**src/rtl/gmii_rx_deframer.sv**
```systemverilog
// gmii_rx_deframer
// Strips preamble/SFD from a GMII receive stream and emits the frame bytes as a
// valid/sof/eof byte stream through a 5-stage delay line. CRC-32, length and
// gmii_er are checked per frame, an rtclock timestamp is latched at SFD and
// good/bad frame counters are kept.
// Build option: define GMII_RX_STRIP_FCS_EN to drop the 4 FCS bytes from the
// output stream (eof/err then ride on the last payload byte).
module gmii_rx_deframer #(
    parameter int unsigned C_MIN_FRAME_LEN = 32'd64,
    parameter int unsigned C_MAX_FRAME_LEN = 32'd1518
) (
    input  logic        clk,
    input  logic        resetn,
    input  logic [7:0]  gmii_d,
    input  logic        gmii_en,
    input  logic        gmii_er,
    input  logic [47:0] sec,
    input  logic [29:0] nsec,
    output logic [7:0]  m_data,
    output logic        m_valid,
    output logic        m_sof,
    output logic        m_eof,
    output logic        m_err,
    output logic [47:0] ts_sec,
    output logic [29:0] ts_nsec,
    output logic [31:0] frames_ok,
    output logic [31:0] frames_bad
);

    typedef enum logic [1:0] {
        ST_IDLE     = 2'd0,
        ST_PREAMBLE = 2'd1,
        ST_DATA     = 2'd2,
        ST_DROP     = 2'd3
    } state_t;

    localparam logic [31:0] CRC_INIT      = 32'hFFFF_FFFF;
    localparam logic [31:0] CRC_RESIDUE   = 32'hDEBB_20E3;
    localparam logic [31:0] CRC_POLY_REFL = 32'hEDB8_8320;

    // Reflected CRC-32 update, one byte, LSB first.
    function automatic logic [31:0] crc32_byte(input logic [31:0] crc, input logic [7:0] d);
        logic [31:0] c;
        c = crc;
        for (int i = 0; i < 8; i++) begin
            if ((c[0] ^ d[i]) == 1'b1) begin
                c = (c >> 1) ^ CRC_POLY_REFL;
            end else begin
                c = c >> 1;
            end
        end
        return c;
    endfunction

    state_t          state_r, state_s;
    logic            sfd_s, push_s, eof_s, bad_s, direct_bad_s;
    logic [31:0]     crc_r;
    logic [15:0]     len_r;
    logic            er_seen_r;

    // Delay line: index 0 is stage 1 (newest), index 4 is stage 5 (oldest).
    logic [4:0]      dl_valid_r, dl_sof_r, dl_eof_r, dl_err_r;
    logic [4:0][7:0] dl_data_r;
    logic [4:0]      nx_valid_s, nx_sof_s, nx_eof_s, nx_err_s;
    logic [4:0][7:0] nx_data_s;
    logic            out_valid_s, out_sof_s, out_eof_s, out_err_s;
    logic [7:0]      out_data_s;
    logic            ok_inc_s, bad_inc_s;

    // FSM state register.
    always_ff @(posedge clk or negedge resetn) begin
        if (!resetn) begin
            state_r <= ST_IDLE;
        end else begin
            state_r <= state_s;
        end
    end

    // FSM next state and per-cycle frame events (SFD, data push, end of frame).
    always_comb begin
        state_s = state_r;
        sfd_s   = 1'b0;
        push_s  = 1'b0;
        eof_s   = 1'b0;
        case (state_r)
            ST_IDLE, ST_PREAMBLE: begin
                if (!gmii_en) begin
                    state_s = ST_IDLE;
                end else if (gmii_d == 8'h55) begin
                    state_s = ST_PREAMBLE;
                end else if (gmii_d == 8'hD5) begin
                    state_s = ST_DATA;
                    sfd_s   = 1'b1;
                end else begin
                    state_s = ST_DROP;
                end
            end
            ST_DATA: begin
                if (gmii_en) begin
                    push_s  = 1'b1;
                    state_s = ST_DATA;
                end else begin
                    eof_s   = 1'b1;
                    state_s = ST_IDLE;
                end
            end
            ST_DROP: begin
                if (!gmii_en) begin
                    state_s = ST_IDLE;
                end else begin
                    state_s = ST_DROP;
                end
            end
            default: begin
                state_s = ST_IDLE;
            end
        endcase
    end

    // Per-frame CRC, saturating length and sticky error, restarted at SFD.
    always_ff @(posedge clk or negedge resetn) begin
        if (!resetn) begin
            crc_r     <= CRC_INIT;
            len_r     <= 16'd0;
            er_seen_r <= 1'b0;
        end else if (sfd_s) begin
            crc_r     <= CRC_INIT;
            len_r     <= 16'd0;
            er_seen_r <= 1'b0;
        end else if (push_s) begin
            crc_r     <= crc32_byte(crc_r, gmii_d);
            len_r     <= (len_r == 16'hFFFF) ? len_r : len_r + 16'd1;
            er_seen_r <= er_seen_r | gmii_er;
        end
    end

    // Frame verdict, valid on the end-of-frame cycle.
    always_comb begin
        bad_s = (crc_r != CRC_RESIDUE) | er_seen_r |
                ({16'd0, len_r} < C_MIN_FRAME_LEN) |
                ({16'd0, len_r} > C_MAX_FRAME_LEN);
    end

    // Delay-line shift plus end-of-frame tagging of the right entry.
    always_comb begin
        nx_valid_s   = {dl_valid_r[3:0], push_s};
        nx_data_s    = {dl_data_r[3:0], (push_s ? gmii_d : 8'h00)};
        nx_sof_s     = {dl_sof_r[3:0], (push_s & (len_r == 16'd0))};
        nx_eof_s     = {dl_eof_r[3:0], 1'b0};
        nx_err_s     = {dl_err_r[3:0], 1'b0};
        out_valid_s  = dl_valid_r[4];
        out_data_s   = dl_data_r[4];
        out_sof_s    = dl_sof_r[4];
        out_eof_s    = dl_eof_r[4];
        out_err_s    = dl_err_r[4];
        direct_bad_s = 1'b0;
`ifdef GMII_RX_STRIP_FCS_EN
        // FCS sits in stages 1-4: discard it, close the frame on stage 5.
        if (eof_s) begin
            nx_valid_s = 5'b0_0000;
            nx_data_s  = {5{8'h00}};
            nx_sof_s   = 5'b0_0000;
            nx_eof_s   = 5'b0_0000;
            nx_err_s   = 5'b0_0000;
            if (dl_valid_r[4]) begin
                out_eof_s = 1'b1;
                out_err_s = bad_s;
            end else begin
                direct_bad_s = 1'b1;
            end
        end else begin
            direct_bad_s = 1'b0;
        end
`else
        // Last FCS byte is in stage 1: tag it as it moves into stage 2.
        if (eof_s) begin
            if (dl_valid_r[0]) begin
                nx_eof_s[1] = 1'b1;
                nx_err_s[1] = bad_s;
            end else begin
                direct_bad_s = 1'b1;
            end
        end else begin
            direct_bad_s = 1'b0;
        end
`endif
        ok_inc_s  = out_valid_s & out_eof_s & ~out_err_s;
        bad_inc_s = out_valid_s & out_eof_s & out_err_s;
    end

    // Delay-line registers.
    always_ff @(posedge clk or negedge resetn) begin
        if (!resetn) begin
            dl_valid_r <= 5'b0_0000;
            dl_data_r  <= {5{8'h00}};
            dl_sof_r   <= 5'b0_0000;
            dl_eof_r   <= 5'b0_0000;
            dl_err_r   <= 5'b0_0000;
        end else begin
            dl_valid_r <= nx_valid_s;
            dl_data_r  <= nx_data_s;
            dl_sof_r   <= nx_sof_s;
            dl_eof_r   <= nx_eof_s;
            dl_err_r   <= nx_err_s;
        end
    end

    // Output stream register; counters step on the same edge as m_eof.
    always_ff @(posedge clk or negedge resetn) begin
        if (!resetn) begin
            m_valid    <= 1'b0;
            m_data     <= 8'h00;
            m_sof      <= 1'b0;
            m_eof      <= 1'b0;
            m_err      <= 1'b0;
            frames_ok  <= 32'd0;
            frames_bad <= 32'd0;
        end else begin
            m_valid    <= out_valid_s;
            m_data     <= out_data_s;
            m_sof      <= out_sof_s;
            m_eof      <= out_eof_s;
            m_err      <= out_err_s;
            frames_ok  <= frames_ok + {31'd0, ok_inc_s};
            frames_bad <= frames_bad + {31'd0, bad_inc_s} + {31'd0, direct_bad_s};
        end
    end

    // Timestamp captured on the SFD edge and held until the next SFD.
    always_ff @(posedge clk or negedge resetn) begin
        if (!resetn) begin
            ts_sec  <= 48'd0;
            ts_nsec <= 30'd0;
        end else if (sfd_s) begin
            ts_sec  <= sec;
            ts_nsec <= nsec;
        end
    end

endmodule
```
**config.mk**
```make
export PLATFORM = sky130hd
export DESIGN_NAME = gmii_rx_deframer
export DESIGN_NICKNAME = d
export VERILOG_FILES = /design/src/rtl/gmii_rx_deframer.sv
export SDC_FILE = /design/constraint.sdc
export NUM_CORES = 1
export LEC_CHECK = 0
export CAP_MARGIN = 25
export CORE_MARGIN = 2
export CORE_UTILIZATION = 40
export CTS_CLUSTER_SIZE = 20
export DETAILED_ROUTE_END_ITERATION = 10
export PLACE_DENSITY = 0.8
export SLEW_MARGIN = 5
export SYNTH_ARGS = -nofsm -noshare
export SYNTH_HDL_FRONTEND = slang
export SYNTH_SLANG_ARGS = --single-unit
export TNS_END_PERCENT = 10
```
**constraint.sdc**
```tcl
create_clock -name clk -period 2.4 [get_ports clk]
set_clock_uncertainty 0.1 [all_clocks]
set_input_delay 0.48 -clock clk [delete_from_list [all_inputs] [get_ports clk]]
set_output_delay 0.48 -clock clk [all_outputs]
set_load 0.01 [all_outputs]
```
==> results.py <==
metrics = {
    "outcome": {
        "status": "finished clean",
    },
    "sta": {
        "fmax_mhz": 441.8,
        "relSlewSlack_pct": 60.29,
        "period_needed_ns": 2.263,
        "setup_ws_ns": 0.1367,
        "finalHoldViolCount": 0,
        "setup_viol": 0,
        "grt_setup_unrepaired": "true",
        "timing.setup.tns_ns": 0,
        "drv_slew": 0,
        "min_period_over_period_pct": 94.30,
        "whs_ns": 0.2229,
        "worstMarginPinSlew_ns": 0.5956,
    },
    "logic_synthesis": {
        "synthArstFlopShare_pct": 100.0,
        "syn_nets": 1039,
        "synthCells": 943,
        "synthTopCellsByArea": "dfrtp_1 (55%), nand2_1 (10%), dfstp_2 (7.9%)",
        "synth_top_area_share_pct": 54.56,
        "synth_edf_count": 0,
        "synth_ff_type": "dfrtp_1",
        "ys_seq_elements": 263,
        "synth_top_area_cell": "dfrtp_1",
        "syn_area_per_cell_um2": 11.23,
        "yosys_warnings": 0,
        "yosysSeqAreaShare_pct": 62.50,
        "synth_cell_types": 48,
        "synthesis.area_um2": 10590,
    },
    "setup_path": {
        "cp_num_buf_inv": 2,
        "cp-end-kind": "flip-flop",
        "timing.critical_path.mode_cell": "buf_4",
        "criticalPathCategory": "reg2reg",
        "crit_arrival_ns": 2.60,
        "worst_ep_required_time_ns": 2.74,
        "path_cells": "nand2_1 > nor2_1 > ha_2 > ha_1 > nand3_2 > nor4_2 > buf_4 > nor2b_1 > buf_4 > nand4_1 > xnor2_1",
        "crit_fanout": 6,
        "cpLargestDelayFamily": "simple AND/OR/NAND/NOR gates",
        "critical_path.max_stage_delay_ns": 0.37,
        "setup.worst_path.start_class": "flip-flop",
        "cp_slowest_cell": "dfrtp_1",
    },
    "pwr": {
        "power_density_nw_per_um2": 957.7,
        "ir_worst_vdd_uv": 606.0,
        "p_sw_share_pct": 29.06,
        "seq_power_share_pct": 38.1,
        "p_leak_nw": 6.996,
        "combinationalPowerShare_pct": 30.4,
        "p_int_mw": 10.18,
        "power_switching_mw": 4.167,
        "clkPwrFrac_pct": 31.5,
        "power_mw": 14.34,
    },
    "cells_and_area": {
        "drive_above_1_share_pct": 13.34,
        "syn_to_final_growth_pct": 41.36,
        "utilization_pct": 57.47,
        "final_nets": 1348,
        "diodes": 0,
        "num-fill-cells": 2128,
    },
    "routing": {
        "vias_per_cell": 4.894,
        "wl_um": 25360,
        "drt.antenna.violating_nets": 0,
        "drt_iter0_drc": 600,
        "wire_per_inst_um": 15.76,
        "first_pass_iters": 4,
        "drc_errors": 0,
        "vias": 7875,
    },
    "die": {
        "io_pins": 244,
        "fp.dieW_um": 166.7,
        "core_area_um2": 26060,
        "die_h_um": 166.7,
        "die_area_um2": 27800,
        "rows": 59,
        "initial_core_util_pct": 40.65,
    },
    "clocking": {
        "root_buffer": "clkbuf_16",
        "h-tree-depth": 1,
        "cts_made_buffers": 28,
        "clk_pin_slew_ns": 0.06,
        "cts_tree": "done",
        "clock_sinks": 263,
        "clockBufferDepth": 3,
        "clock_latency_ns": 0.56,
        "post_cts_buffers": 0,
    },
    "worst_hold_path": {
        "hold_class": "reg2reg",
    },
    "job": {
        "drv_cap": 0,
    },
    "place": {
        "port_buffers": 243,
        "gp_congestion": 0.8438,
        "pre_cts_ws_ns": -0.5166,
        "place_hpwl_um": 18110,
    },
    "global_route": {
        "grt_antenna_before_repair": 1,
        "gr-total-overflow": 0,
        "grt_pass1_wl_um": 42700,
        "grt_pass1_vias": 8297,
        "grt_max_degree": 66,
        "grt.total_usage_pct": 18.49,
    },
}
## metrics by stage
step	std cells	cell area, um^2
after floorplan	943	10600
after global routing	1609	14980
after global placement	1556	13940
after CTS	1609	14950
after detailed placement	1556	13940
final	1609	14980
## cell usage after synthesis (2+ instances only)
cell type  count
nand3_1       25
or3_1          2
and2_1         8
a21oi_1       10
ha_1           5
nand4_1       21
and4_1        15
buf_2         11
or4b_2         3
inv_1          8
or4_1          2
nand2_1      290
xnor2_2        4
dfrtp_1      231
xnor2_1       91
xor2_1        44
nor2b_1        2
clkbuf_1      19
nor3_1         3
nor4b_1        3
o21ai_1        2
nor2_1        30
xnor3_2        3
nor4_1         6
o2111ai_1      2
o21ai_0        4
and3_1        15
buf_1          2
o211ai_1      32
dfstp_2       32
## cell usage in the layout, fill, tap and decap left out, drive strengths merged, types with 2 or more instances in the layout
cell type	count
and3	15
dfrtp	231
ha	5
nand3	25
inv	8
xnor3	3
a21oi	10
clkinvlp	3
or4bb	2
nor2b	2
and2	9
and4	15
nor2	30
xor2	45
o2111ai	2
clkbuf	38
or4b	3
dfstp	32
nor3	3
clkdlybuf4s50	242
clkinv	7
nor4b	3
xnor2	96
nor4	6
buf	68
or4	2
nand2	290
o21ai	7
nand4	21
or3	2
o211ai	32
bufinv	4
## what timing repair did
action	in CTS	in global routing
setup endpoints to repair	3	16
hold buffers	1	0
resized for setup	1	5
hold endpoints to repair	57	0
## power by group through the flow
stage          clock [mW]  combinational, mW  sequential (mW)
5_1_grt              4.81               4.78             5.54
6_report             4.52               4.35             5.47
4_1_cts              4.62               4.38             5.47
2_1_floorplan           0               2.77             5.47
3_3_place_gp            0               4.28             5.52
3_5_place_dp            0               4.35             5.54
## area by class of cell
type / instances / area, um^2 / share of cell area (%)
clock inverter: 14 / 214.0 / 1.429
multi-input combinational: 640 / 3862 / 25.79
inverter: 8 / 30.03 / 0.2005
sequential: 263 / 6621 / 44.21
timing repair buffer: 311 / 3050 / 20.37
tap: 335 / 419.2 / 2.799
clock buffer: 38 / 778.2 / 5.197
## path summary, 6_finish.rpt
| kind | to | slack [ns] | cells after the start | startpoint |
|---|---|---|---|---|
| worst max register to register | frames_ok[26] | 0.14 | 11 | dl_valid_r[4] |
| worst max-delay path | frames_ok[26] | 0.14 | 11 | dl_valid_r[4] |
| max in group asynchronous | crc_r[17] | 1.07 | 3 | resetn |
| min in group asynchronous | frames_ok[7] | 0.35 | 2 | resetn |
| worst min-delay path | dl_sof_r[1] | 0.22 | 0 | dl_sof_r[0] |
| worst min register to register | dl_sof_r[1] | 0.22 | 0 | dl_sof_r[0] |
## per-layer routing
metal / vias up / global-route usage [%] / share of wire (%)
met2: 211 / 31.80 / 48
li1: 3726 / - / -
met3: 59 / 3.779 / 5.3
met4: 2 / 4.910 / 3.3
met1: 3877 / 23.95 / 43
met5: - / 0 / 0.047
## kinds of logic (layout without fill, tap and decap cells)
| kind of cell | count (synthesis) | after routing | share of synthesized area (%) |
|---|---|---|---|
| DFF | 263 | 263 | 62.50 |
| xor gates and xnor gates | 144 | 144 | 12.97 |
| muxes | 1 | 1 | 0.09449 |
| buffers and inverters | 40 | 371 | 1.547 |
| and+or+nand+nor | 435 | 435 | 18.60 |
| adders and majority gates | 6 | 6 | 0.7795 |
| AOI/OAI and AO/OA | 54 | 54 | 3.508 |
## state kept, by name, indices dropped and copies added (netlist names), 4 cells and up
register and count:
dl_err_r 4, dl_sof_r 5, crc_r 32, out_data_s 8, dl_eof_r 4, m_data 8, frames_bad 32, dl_data_r 32
len_r 16, dl_valid_r 5, ts_sec 48, ts_nsec 30, frames_ok 32
(Power assumes the default switching activity.)
